File: src/rtl/sad_pipe_pkg.sv
// Shared definitions for the IF-ID-EX-MEM-SAD1-SAD2-SAD3-WB pipeline hazard logic.
package sad_pipe_pkg;

  localparam int unsigned REG_IDX_W        = 5;
  localparam int unsigned NUM_REGS         = 32;
  localparam int unsigned LOAD_LAT_DEFAULT = 1;
  localparam int unsigned SAD_LAT_DEFAULT  = 4;

  typedef enum logic [2:0] {
    FWD_REGFILE = 3'd0,
    FWD_MEM     = 3'd1,
    FWD_SAD1    = 3'd2,
    FWD_SAD2    = 3'd3,
    FWD_SAD3    = 3'd4
  } fwdSel_e;

endpackage

File: src/rtl/fwd_select.sv
// Priority forward-source selector for one EX operand (youngest producing stage wins).
module fwd_select
  import sad_pipe_pkg::*;
(
  input  logic                 exValid,
  input  logic [REG_IDX_W-1:0] src,
  input  logic [REG_IDX_W-1:0] memRd,
  input  logic                 memRegWrite,
  input  logic [REG_IDX_W-1:0] sad1Rd,
  input  logic                 sad1RegWrite,
  input  logic [REG_IDX_W-1:0] sad2Rd,
  input  logic                 sad2RegWrite,
  input  logic [REG_IDX_W-1:0] sad3Rd,
  input  logic                 sad3RegWrite,
  output logic [2:0]           fwd
);

  fwdSel_e sel;

  always_comb begin
    sel = FWD_REGFILE;
    // r0 is hardwired, so a match on it must never forward.
    if (exValid && (src != '0)) begin
      if (memRegWrite && (memRd == src)) begin
        sel = FWD_MEM;
      end else if (sad1RegWrite && (sad1Rd == src)) begin
        sel = FWD_SAD1;
      end else if (sad2RegWrite && (sad2Rd == src)) begin
        sel = FWD_SAD2;
      end else if (sad3RegWrite && (sad3Rd == src)) begin
        sel = FWD_SAD3;
      end
    end
  end

  assign fwd = sel;

endmodule

File: src/rtl/sad_hazard_scoreboard.sv
// Hazard scoreboard and EX forwarding control for the SAD-extended MIPS pipeline.
// Optional stall counter output enabled by defining SAD_STALL_COUNT_EN.
module sad_hazard_scoreboard
  import sad_pipe_pkg::*;
#(
  parameter int unsigned LOAD_LAT = LOAD_LAT_DEFAULT,
  parameter int unsigned SAD_LAT  = SAD_LAT_DEFAULT,
  parameter int unsigned CNT_W    = 3
) (
  input  logic                 Clk,
  input  logic                 Reset,
  input  logic                 IdValid,
  input  logic [REG_IDX_W-1:0] IdRs,
  input  logic [REG_IDX_W-1:0] IdRt,
  input  logic                 IdRsUsed,
  input  logic                 IdRtUsed,
  input  logic [REG_IDX_W-1:0] IdRd,
  input  logic                 IdRegWrite,
  input  logic                 IdIsLoad,
  input  logic                 IdIsSAD,
  input  logic                 Flush,
  input  logic [REG_IDX_W-1:0] MEMrd,
  input  logic [REG_IDX_W-1:0] SAD1rd,
  input  logic [REG_IDX_W-1:0] SAD2rd,
  input  logic [REG_IDX_W-1:0] SAD3rd,
  input  logic                 MEMRegWrite,
  input  logic                 SAD1RegWrite,
  input  logic                 SAD2RegWrite,
  input  logic                 SAD3RegWrite,
`ifdef SAD_STALL_COUNT_EN
  output logic [31:0]          StallCount,
`endif
  output logic                 Stall,
  output logic                 Issue,
  output logic [2:0]           FwdA,
  output logic [2:0]           FwdB
);

  logic [CNT_W-1:0]     cntQ [NUM_REGS-1:1];
  logic [CNT_W-1:0]     cntD [NUM_REGS-1:1];
  logic [NUM_REGS-1:0]  busy;
  logic                 rawA, rawB, waw, hazard;
  logic                 exValidQ;
  logic [REG_IDX_W-1:0] exRsQ, exRtQ;
  logic [CNT_W-1:0]     issueLat;

  always_comb begin
    busy    = '0;
    for (int i = 1; i < NUM_REGS; i++) begin
      busy[i] = (cntQ[i] != '0);
    end
  end

  // busy[0] is constant zero, so r0 needs no separate exclusion here.
  assign rawA   = IdRsUsed && busy[IdRs];
  assign rawB   = IdRtUsed && busy[IdRt];
  assign waw    = IdRegWrite && busy[IdRd];
  assign hazard = rawA || rawB || waw;

  assign Stall  = IdValid && !Flush && hazard;
  assign Issue  = IdValid && !Flush && !hazard;

  assign issueLat = IdIsSAD  ? CNT_W'(SAD_LAT)  :
                    IdIsLoad ? CNT_W'(LOAD_LAT) : '0;

  always_comb begin
    for (int i = 1; i < NUM_REGS; i++) begin
      cntD[i] = (cntQ[i] != '0) ? cntQ[i] - 1'b1 : cntQ[i];
      if (Issue && IdRegWrite && (IdRd == REG_IDX_W'(i))) begin
        cntD[i] = issueLat;
      end
    end
  end

  always_ff @(posedge Clk or negedge Reset) begin
    if (!Reset) begin
      for (int i = 1; i < NUM_REGS; i++) begin
        cntQ[i] <= '0;
      end
    end else begin
      for (int i = 1; i < NUM_REGS; i++) begin
        cntQ[i] <= cntD[i];
      end
    end
  end

  // Unused sources are stored as r0 so they can never pick up a forward.
  always_ff @(posedge Clk or negedge Reset) begin
    if (!Reset) begin
      exValidQ <= 1'b0;
      exRsQ    <= '0;
      exRtQ    <= '0;
    end else begin
      exValidQ <= Issue;
      exRsQ    <= IdRsUsed ? IdRs : '0;
      exRtQ    <= IdRtUsed ? IdRt : '0;
    end
  end

  fwd_select u_fwdA (
    .exValid      (exValidQ),
    .src          (exRsQ),
    .memRd        (MEMrd),
    .memRegWrite  (MEMRegWrite),
    .sad1Rd       (SAD1rd),
    .sad1RegWrite (SAD1RegWrite),
    .sad2Rd       (SAD2rd),
    .sad2RegWrite (SAD2RegWrite),
    .sad3Rd       (SAD3rd),
    .sad3RegWrite (SAD3RegWrite),
    .fwd          (FwdA)
  );

  fwd_select u_fwdB (
    .exValid      (exValidQ),
    .src          (exRtQ),
    .memRd        (MEMrd),
    .memRegWrite  (MEMRegWrite),
    .sad1Rd       (SAD1rd),
    .sad1RegWrite (SAD1RegWrite),
    .sad2Rd       (SAD2rd),
    .sad2RegWrite (SAD2RegWrite),
    .sad3Rd       (SAD3rd),
    .sad3RegWrite (SAD3RegWrite),
    .fwd          (FwdB)
  );

`ifdef SAD_STALL_COUNT_EN
  logic [31:0] stallCountQ;

  always_ff @(posedge Clk or negedge Reset) begin
    if (!Reset) begin
      stallCountQ <= '0;
    end else if (Stall && (stallCountQ != 32'hFFFF_FFFF)) begin
      stallCountQ <= stallCountQ + 32'd1;
    end
  end

  assign StallCount = stallCountQ;
`endif

endmodule

File: config.mk
export PLATFORM = sky130hd
export DESIGN_NAME = sad_hazard_scoreboard
export DESIGN_NICKNAME = d
export VERILOG_FILES = /design/src/rtl/sad_pipe_pkg.sv /design/src/rtl/fwd_select.sv /design/src/rtl/sad_hazard_scoreboard.sv
export SDC_FILE = /design/constraint.sdc
export NUM_CORES = 1
export LEC_CHECK = 0
export ABC_CLOCK_PERIOD_IN_PS = 10200
export BUFFER_PORTS_ARGS = -buffer_cell sky130_fd_sc_hd__buf_2
export CAP_MARGIN = 20
export CORE_MARGIN = 4
export CORE_UTILIZATION = 60
export CTS_BUF_LIST = sky130_fd_sc_hd__clkbuf_8
export DETAILED_ROUTE_END_ITERATION = 6
export GPL_TIMING_DRIVEN = 0
export HOLD_SLACK_MARGIN = 0.03
export PLACE_DENSITY = 0.79
export SLEW_MARGIN = 40
export SYNTH_ARGS = -nofsm -noshare
export SYNTH_HDL_FRONTEND = slang
export SYNTH_SLANG_ARGS = --single-unit
File: constraint.sdc
create_clock -name Clk -period 10.2 [get_ports Clk]
set_input_delay 3.06 -clock Clk [delete_from_list [all_inputs] [get_ports Clk]]
set_output_delay 3.06 -clock Clk [all_outputs]
set_load 0.05 [all_outputs]
==> results of run 1 <==
==> layout by cell type (no fill, tap or decap), types with 3 or more instances in the layout <==
master	count
ha_1	62
mux2i_1	41
buf_1	9
and2_2	3
nand2b_1	3
and2_1	27
nor4_4	3
mux4_2	14
clkbuf_1	19
mux2_2	14
nor2_1	36
inv_1	94
nor2b_1	4
or2_2	4
mux2_4	4
nor4_1	8
mux2_1	17
buf_6	4
a21oi_1	24
o21ai_0	49
clkinv_4	3
xnor2_1	8
clkbuf_8	9
nor3_1	12
dfrtp_1	104
or2b_2	3
and3_1	7
nand3_1	9
mux4_1	5
buf_2	58
a211oi_1	4
nand4_1	20
buf_4	6
nand2_1	57
xor2_1	63
==> flip-flops by register name, summed over array words and instances (netlist names) <==
register / flops
cntQ: 93
exRsQ: 5
exRtQ: 5
exValidQ: 1
==> layout make-up <==
class                      count  area, sq um  area share
multi-input combinational    528         4370       0.523
sequential                   104         2600       0.312
inverter                      94          353      0.0423
buffer                        53          308      0.0369
timing repair buffer          51          288      0.0345
tap                          168          210      0.0252
clock buffer                   9          124      0.0148
clock inverter                 7         96.3      0.0115
==> synth_stat cells, types with 5 or more instances <==
cell | instances | area (sq um)
nor2_1 | 36 | 135
mux2_1 | 17 | 191
clkbuf_1 | 19 | 71.3
ha_1 | 62 | 776
a21oi_1 | 24 | 120
buf_2 | 9 | 45.0
nor3_1 | 12 | 60.1
xnor2_1 | 8 | 70.1
dfrtp_1 | 104 | 2600
nor4_1 | 8 | 50.1
xor2_1 | 63 | 552
buf_1 | 9 | 33.8
and2_1 | 27 | 169
and3_1 | 7 | 43.8
o21ai_0 | 49 | 245
nand2_1 | 57 | 214
mux2_2 | 14 | 158
nand3_1 | 9 | 45.0
inv_1 | 94 | 353
mux2i_1 | 41 | 410
nand4_1 | 20 | 125
mux4_2 | 14 | 315
buf_4 | 6 | 45.0
mux4_1 | 5 | 131
==> report_power, final <==
| group | internal [uW] | switching, uW |
|---|---|---|
| registers | 627 | 109 |
| logic | 571 | 621 |
| clock network | 138 | 149 |
| total | 1340 | 879 |
==> metal layers <==
layer | up-vias | share of wire
li1 | 2757 | -
met3 | 38 | 0.061
met5 | - | 0
met1 | 2839 | 0.41
met4 | 0 | 0.028
met2 | 198 | 0.50
==> critical path: cells and delay by family <==
kind,cells,cell delay (ns)
AND/OR/NAND/NOR,4,1.38
AO/OA/AOI/OAI,2,0.51
buffers and inverters,4,0.77
==> path summary, 6_finish.rpt <==
path	start	endpoint	slack (ns)	cells past startpoint
worst max-delay path	IdRd[2]	Issue	1.42	10
worst min-delay path	cntQ[88]$_DFFE_PN0P_	cntQ[88]$_DFFE_PN0P_	0.53	2
worst max register to register	cntQ[87]$_DFFE_PN0P_	cntQ[32]$_DFFE_PN0P_	6.86	11
worst min register to register	cntQ[88]$_DFFE_PN0P_	cntQ[88]$_DFFE_PN0P_	0.53	2
max in group asynchronous	Reset	cntQ[11]$_DFFE_PN0P_	7.06	2
min in group asynchronous	Reset	cntQ[63]$_DFFE_PN0P_	2.53	1
==> cells by family (layout without fill, tap and decap cells) <==
logic type | after synthesis | count (layout) | share of synthesized area
fa+ha+maj | 62 | 62 | 0.102
xor+xnor | 71 | 71 | 0.0815
flops | 104 | 104 | 0.341
mux | 95 | 95 | 0.166
compound gates | 89 | 89 | 0.0687
simple gates | 211 | 211 | 0.155
buf+inv | 147 | 214 | 0.0866
==> per-stage QoR <==
step                total power (uW)  hold WS [ns]   util
detailed placement              1930         0.511  0.666
CTS                             2230         0.533  0.684
finish                          2210         0.527  0.684
floorplan                       1640         0.480      -
global placement                1780         0.492  0.663
global route                    2440         0.575  0.684
==> results.yml, run 1 <==
global_route:
  grt_use_met2: 0.428
  grt_start_max_net_pins: 67
  overflow: 0
  use_met3: 0.0514
  antenna_found_initial: 0
  grt.busiest_layer: "met2"
  grt_pass1_wl_mm: 28.7
  use_met1: 0.305
  gr-usage-all-layers: 0.250
  first_global_vias: 6051
die:
  die_w_microns: 121
  core_area_sq_um: 12200
  ioPinCount: 56
  die_height_microns: 121
  dieArea_sq_um: 14600
  rows: 40
  start_util: 0.625
synth:
  synth_nets: 889
  syn_area_per_cell_sq_um: 9.80
  yosys_register_bits: 104
  synth-edff-count: 0
  synth_flop_cell: "dfrtp_1"
  synth-async-reset-ratio: 1.00
  syn_area_sq_um: 7630
  synth_warnings: 0
  yosysSeqAreaShare: 0.341
  synthCells: 779
  ys_types: 57
routing:
  routedWlPerCell_microns: 17.1
  first_pass_iters: 5
  drc: 0
  drt-vias-per-instance: 5.75
  postRouteAntennaNets: 0
  drtIter0Drc: 419
  postRouteWirelength_mm: 17.4
  vias: 5832
critical_path:
  critPathLaunchType: "input port"
  crit_path_cell_trace: "buf_2, buf_2, nor2_1, a221oi_2, a211oi_2, or4_4, buf_6, nor2_1, and3b_1, buf_2"
  critPathArrivalTime_ns: 5.72
  crit_type: "input port to output pin"
  max_stage_delay_ns: 0.57
  crit_required_ns: 7.14
  crit_fanout: 10
  setup.worst_path.end_class: "output pin"
  cpMostUsedCell: "buf_2"
  cpMaxStageDelayCell: "or4_4"
pwr:
  ir_worst_vdd_mv: 0.168
  powerDensity_nw_per_um2: 265
  leakage_uw: 0.00417
timing:
  fmax_mhz: 114
  finalCritPeriodShare: 0.861
  maxSlewHeadroom: 0.598
  worst_clock_skew_ns: 0.0142
  finalSetupViolations: 0
  setup_slack_ns: 1.42
  drv_slew: 0
  rsz0062_at_grt: "false"
  fin_setup_tns_ns: 0
  hold_violations: 0
  period_needed_ns: 8.78
  worst_slew_pin_slew_ns: 0.588
status:
  outcome: "finished clean"
clocking:
  htree_levels: 3
  post_cts_buffers: 0
  clkTransAtPathRegs_ns: 0.09
  cts_sinks: 104
  insertion_delay_ns: 0.41
  ctsResizeCount: 0
  ctsHoldBuffers: 0
  ctsLongestPathBuffers: 2
  cts_root_buf: "clkbuf_8"
  tritoncts: "yes"
  cts_made_buffers: 9
layout:
  fill_cells: 940
  postLayoutCellArea_sq_um: 8350
  antenna_cells: 0
  areaGrowthSynthToFinish_pct: 9.41
  fin_nets: 951
  fin_cells: 1014
  drive_gt1_frac: 0.177
min_path:
  hp-class: "flip-flop to flip-flop"
place:
  finalWeightedCongestion: 0.955
  port_buffers: 50
  pre_cts_ws_ns: 1.47
  detailed_place.area_sq_um: 8130
  hpwlAfterDp_mm: 13.3
  dp.cells: 998
run:
  cap_violations: 0
Note: power is estimated with default switching activity, not from simulation.
==> inputs of run 2 (changes only) <==
--- a/config.mk
+++ b/config.mk
@@ -12,9 +12,9 @@
 export CORE_UTILIZATION = 60
 export CTS_BUF_LIST = sky130_fd_sc_hd__clkbuf_8
 export DETAILED_ROUTE_END_ITERATION = 6
-export GPL_TIMING_DRIVEN = 0
 export HOLD_SLACK_MARGIN = 0.03
 export PLACE_DENSITY = 0.79
+export SKIP_LAST_GASP = 1
 export SLEW_MARGIN = 40
 export SYNTH_ARGS = -nofsm -noshare
 export SYNTH_HDL_FRONTEND = slang
==> run 2 against run 1 <==
  * Final cell count fell by 4.5%
  * Sequential power barely moved
  * Worst setup slack gained 0.076 ns
  * Global-route usage down 0.50 points
  * Critical endpoint unchanged
  * Largest cell class unchanged
  * Highest routed layer unchanged
==> results.yml, run 2 (synthesized netlist as in run 1, its figures left out) <==
run:
  cap_violations: 0
die:
  dieArea_sq_um: 14600
  ioPinCount: 56
  die_height_microns: 121
  die_w_microns: 121
  start_util: 0.625
  rows: 40
  core_area_sq_um: 12200
global_route:
  grt_start_max_net_pins: 58
  antenna_found_initial: 0
  grt.busiest_layer: "met2"
  grt_use_met2: 0.413
  overflow: 0
  use_met1: 0.307
  use_met3: 0.0613
  gr-usage-all-layers: 0.245
  first_global_vias: 5674
  grt_pass1_wl_mm: 27.8
clocking:
  htree_levels: 3
  cts_root_buf: "clkbuf_8"
  cts_sinks: 104
  tritoncts: "yes"
  post_cts_buffers: 0
  ctsResizeCount: 0
  clkTransAtPathRegs_ns: 0.09
  cts_made_buffers: 9
  ctsLongestPathBuffers: 2
  insertion_delay_ns: 0.39
  ctsHoldBuffers: 0
timing:
  maxSlewHeadroom: 0.457
  finalSetupViolations: 0
  finalCritPeriodShare: 0.853
  drv_slew: 0
  fin_setup_tns_ns: 0
  period_needed_ns: 8.71
  worst_clock_skew_ns: 0.0156
  worst_slew_pin_slew_ns: 0.815
  hold_violations: 0
  setup_slack_ns: 1.49
  fmax_mhz: 115
  rsz0062_at_grt: "false"
place:
  hpwlAfterDp_mm: 13.2
  pre_cts_ws_ns: 1.54
  port_buffers: 55
  finalWeightedCongestion: 0.872
  detailed_place.area_sq_um: 7840
pwr:
  powerDensity_nw_per_um2: 267
  ir_worst_vdd_mv: 0.201
  finalPower_uw: 2140
  leakage_uw: 0.00401
routing:
  drc: 0
  postRouteAntennaNets: 0
  first_pass_iters: 5
  drt-vias-per-instance: 5.81
  routedWlPerCell_microns: 17.9
  vias: 5628
  postRouteWirelength_mm: 17.3
  drtIter0Drc: 359
layout:
  drive_gt1_frac: 0.163
  post-route-util: 0.655
  regArea_sq_um: 2600
  postLayoutCellArea_sq_um: 8000
  areaGrowthSynthToFinish_pct: 4.87
  reg.largest.list: "cntQ x93, exRsQ x5, exRtQ x5"
  antenna_cells: 0
  multiInputGateArea_sq_um: 4370
  largest-register: "cntQ"
  fin_nets: 905
  fill_cells: 1023
  layout_commonest_cell: "dfrtp_1"
  layout_common_cells: "104 x dfrtp_1, 97 x inv_1, 63 x xor2_1"
  largest_reg_flops: 93
critical_path:
  max_stage_delay_ns: 0.67
  setup.worst_path.end_class: "output pin"
  crit_type: "input port to output pin"
  r2r-start: "cntQ[69]$_DFFE_PN0P_"
  crit_path_cell_trace: "buf_2, nor2_1, a221oi_2, a211oi_2, or4_4, nor2_1, and3b_1, buf_2"
  critPathLaunchType: "input port"
  reg2reg_slack_ns: 6.96
  r2r_cells: 10
  critPathArrivalTime_ns: 5.65
  critPathLaunch: "IdRd[2]"
  cpMaxStageDelayCell: "or4_4"
  crit_fanout: 22
  crit_required_ns: 7.14
  reg2reg_to: "cntQ[29]$_DFFE_PN0P_"
  endpoint: "Issue"
status:
  outcome: "finished clean"
min_path:
  hp-class: "flip-flop to flip-flop"
==> run 2: cell count changes in the layout (fill, tap and decap cells not counted), moves of 2 or more <==
cell / change
buf_1: -9
buf_4: -2
clkbuf_2: -2
buf_8: -2
clkbuf_1: -19
buf_6: -4
buf_2: -4
clkinv_4: -3
bufinv_16: -2
inv_1: +3
==> run 2: cell type report <==
class / count / area share
multi-input cells: 528 / 0.546
flip-flops and latches: 104 / 0.325
inverters: 94 / 0.0441
repair buffers: 58 / 0.0375
well taps: 168 / 0.0263
clock buffers: 10 / 0.0172
clock inverters: 6 / 0.00360
==> run 2: through the flow <==
stage                     hold WS (ns)  cells
after floorplan                  0.480    779
after global placement           0.492    952
after detailed placement         0.511    952
after CTS                        0.532    968
after global routing             0.578    968
final                            0.528    968
==> run 2: power breakdown <==
group | leakage [uW] | internal, uW | switching (uW)
registers | 0.00124 | 627 | 111
logic | 0.00268 | 553 | 620
clock network | 0.0000958 | 92.0 | 136
total | 0.00401 | 1270 | 867
==> run 2: worst min-delay path by stage <==
stage,from,endpoint,slack (ns),depth (start not counted)
6_report,cntQ[82]$_DFFE_PN0P_,cntQ[82]$_DFFE_PN0P_,0.53,2
5_1_grt,cntQ[46]$_DFFE_PN0P_,cntQ[46]$_DFFE_PN0P_,0.58,2
4_1_cts,cntQ[82]$_DFFE_PN0P_,cntQ[82]$_DFFE_PN0P_,0.53,2
3_5_place_dp,cntQ[82]$_DFFE_PN0P_,cntQ[82]$_DFFE_PN0P_,0.51,2
3_3_place_gp,cntQ[46]$_DFFE_PN0P_,cntQ[46]$_DFFE_PN0P_,0.49,2
2_1_floorplan,cntQ[70]$_DFFE_PN0P_,cntQ[70]$_DFFE_PN0P_,0.48,2
==> run 2: routing by layer <==
layer / part of all wire / up-vias / wire length (microns)
met5: 0 / - / 0
met4: 0.028 / 0 / 478
met3: 0.061 / 40 / 1050
met2: 0.50 / 174 / 8600
met1: 0.42 / 2747 / 7210
li1: - / 2667 / -
==> run 2: worst max-delay path: cells and delay by family <==
kind / cells / cell delay, ns
buffers and inverters: 2 / 0.58
AND/OR/NAND/NOR: 4 / 1.52
AO/OA/AOI/OAI: 2 / 0.47
==> inputs of run 3 (changes only) <==
--- a/config.mk
+++ b/config.mk
@@ -9,11 +9,10 @@
 export BUFFER_PORTS_ARGS = -buffer_cell sky130_fd_sc_hd__buf_2
 export CAP_MARGIN = 20
 export CORE_MARGIN = 4
-export CORE_UTILIZATION = 60
+export CORE_UTILIZATION = 44
 export CTS_BUF_LIST = sky130_fd_sc_hd__clkbuf_8
 export DETAILED_ROUTE_END_ITERATION = 6
 export HOLD_SLACK_MARGIN = 0.03
-export PLACE_DENSITY = 0.79
 export SKIP_LAST_GASP = 1
 export SLEW_MARGIN = 40
 export SYNTH_ARGS = -nofsm -noshare
==> run 3 against run 2 <==
  * Flip-flop and latch count unchanged
  * Routed wire length about the same
  * Global-route usage down 6.2 points
==> results.yml, run 3 (synthesized netlist as in run 1, its figures left out) <==
status:
  outcome: "finished clean"
routing:
  drtIter0Drc: 250
  routedWlPerCell_microns: 17.0
  drt-vias-per-instance: 5.40
  first_pass_iters: 4
  postRouteWirelength_mm: 17.3
  vias: 5514
  drc: 0
  postRouteAntennaNets: 0
die:
  die_height_microns: 140
  dieArea_sq_um: 19500
  rows: 47
  start_util: 0.454
  die_w_microns: 140
  ioPinCount: 56
  core_area_sq_um: 16800
global_route:
  antenna_found_initial: 2
  overflow: 0
  grt_pass1_wl_mm: 28.6
  grt_use_met2: 0.311
  gr-usage-all-layers: 0.182
  grt_start_max_net_pins: 56
  first_global_vias: 5684
  grt.busiest_layer: "met2"
  use_met1: 0.224
  use_met3: 0.0439
layout:
  fin_nets: 905
  layout_common_cells: "104 x dfrtp_1, 94 x inv_1, 63 x xor2_1"
  fill_cells: 1577
  largest_reg_flops: 93
  reg.largest.list: "cntQ x93, exRsQ x5, exRtQ x5"
  areaGrowthSynthToFinish_pct: 6.07
  fin_cells: 1021
  layout_commonest_cell: "dfrtp_1"
  regArea_sq_um: 2600
  drive_gt1_frac: 0.166
  largest-register: "cntQ"
  multiInputGateArea_sq_um: 4380
clocking:
  cts_made_buffers: 9
  ctsHoldBuffers: 0
  insertion_delay_ns: 0.40
  ctsLongestPathBuffers: 2
  cts_root_buf: "clkbuf_8"
  clkTransAtPathRegs_ns: 0.10
  htree_levels: 3
  tritoncts: "yes"
  cts_sinks: 104
  post_cts_buffers: 0
  ctsResizeCount: 0
place:
  hpwlAfterDp_mm: 13.5
  dp.cells: 1004
  port_buffers: 55
  finalWeightedCongestion: 0.900
critical_path:
  setup.worst_path.end_class: "output pin"
  crit_fanout: 22
  max_stage_delay_ns: 0.66
  r2r_cells: 10
  cpMaxStageDelayCell: "or4_4"
  crit_family: "simple AND/OR/NAND/NOR gates"
  critPathArrivalTime_ns: 5.66
  reg2reg_slack_ns: 6.83
  crit_required_ns: 7.14
  critPathBufInv: 2
  crit_path_cell_trace: "buf_2, nor2_1, a221oi_2, a211oi_2, or4_4, nor2_1, and3b_1, buf_2"
  critPathLaunchType: "input port"
  reg2reg_to: "cntQ[29]$_DFFE_PN0P_"
  crit_type: "input port to output pin"
  r2r-start: "cntQ[6]$_DFFE_PN0P_"
pwr:
  ir_worst_vdd_mv: 0.137
  powerDensity_nw_per_um2: 263
  leakage_uw: 0.00402
timing:
  finalSetupViolations: 0
  hold_violations: 0
  worst_clock_skew_ns: 0.0216
  period_needed_ns: 8.72
  fin_setup_tns_ns: 0
  fmax_mhz: 115
  rsz0062_at_grt: "false"
  maxSlewHeadroom: 0.531
  worst_slew_pin_slew_ns: 0.703
  drv_slew: 0
  finalCritPeriodShare: 0.855
run:
  cap_violations: 0
min_path:
  whs_path_depth: 2
  hp-class: "flip-flop to flip-flop"
  hold_end: "cntQ[46]$_DFFE_PN0P_"
  hp-start: "cntQ[46]$_DFFE_PN0P_"
## run 3: area by class of cell
type / instances / area share
flip-flops and latches: 104 / 0.321
clock inverters: 7 / 0.00757
well taps: 220 / 0.0340
multi-input cells: 528 / 0.541
clock buffers: 9 / 0.0153
inverters: 94 / 0.0436
repair buffers: 58 / 0.0371
diodes: 1 / 0.000309
## run 3: where the power goes
group          total (uW)  leakage [uW]  internal [uW]  switching (uW)
Sequential            736       0.00124            626             110
Clock                 252     0.0000945           94.4             158
Combinational        1140       0.00268            550             592
Total                2130       0.00402           1270             860
## run 3: stage by stage
stage	power, uW	setup slack (ns)	util	area (sq um)	hold slack (ns)
finish	2130	1.48	0.481	8100	0.530
global route	2370	1.33	0.481	8100	0.542
CTS	2160	1.50	0.481	8090	0.529
floorplan	1640	1.71	-	7630	0.480
global placement	1780	1.60	0.470	7900	0.491
detailed placement	1900	1.50	0.470	7900	0.505
## run 3: tightest hold or removal path, stage by stage, from the launching register on
cell     delay (ns)
dfrtp_1        0.36
a21oi_1        0.06
nor2_1         0.08
## run 3: layer usage
layer / vias up / wire, microns
met5: - / 7
met4: 2 / 338
met3: 25 / 870
met2: 115 / 8590
met1: 2711 / 7520
li1: 2661 / -
## run 3: worst max path at each step
stage                     startpoint     to  slack (ns)  depth (start not counted)
final                        IdRd[2]  Issue        1.48                          8
after global routing         IdRd[2]  Issue        1.33                          8
after CTS                    IdRd[2]  Issue        1.50                          8
after detailed placement     IdRd[2]  Issue        1.50                          8
after global placement       IdRd[2]  Issue        1.60                          8
after floorplan              IdRt[0]  Stall        1.71                          8
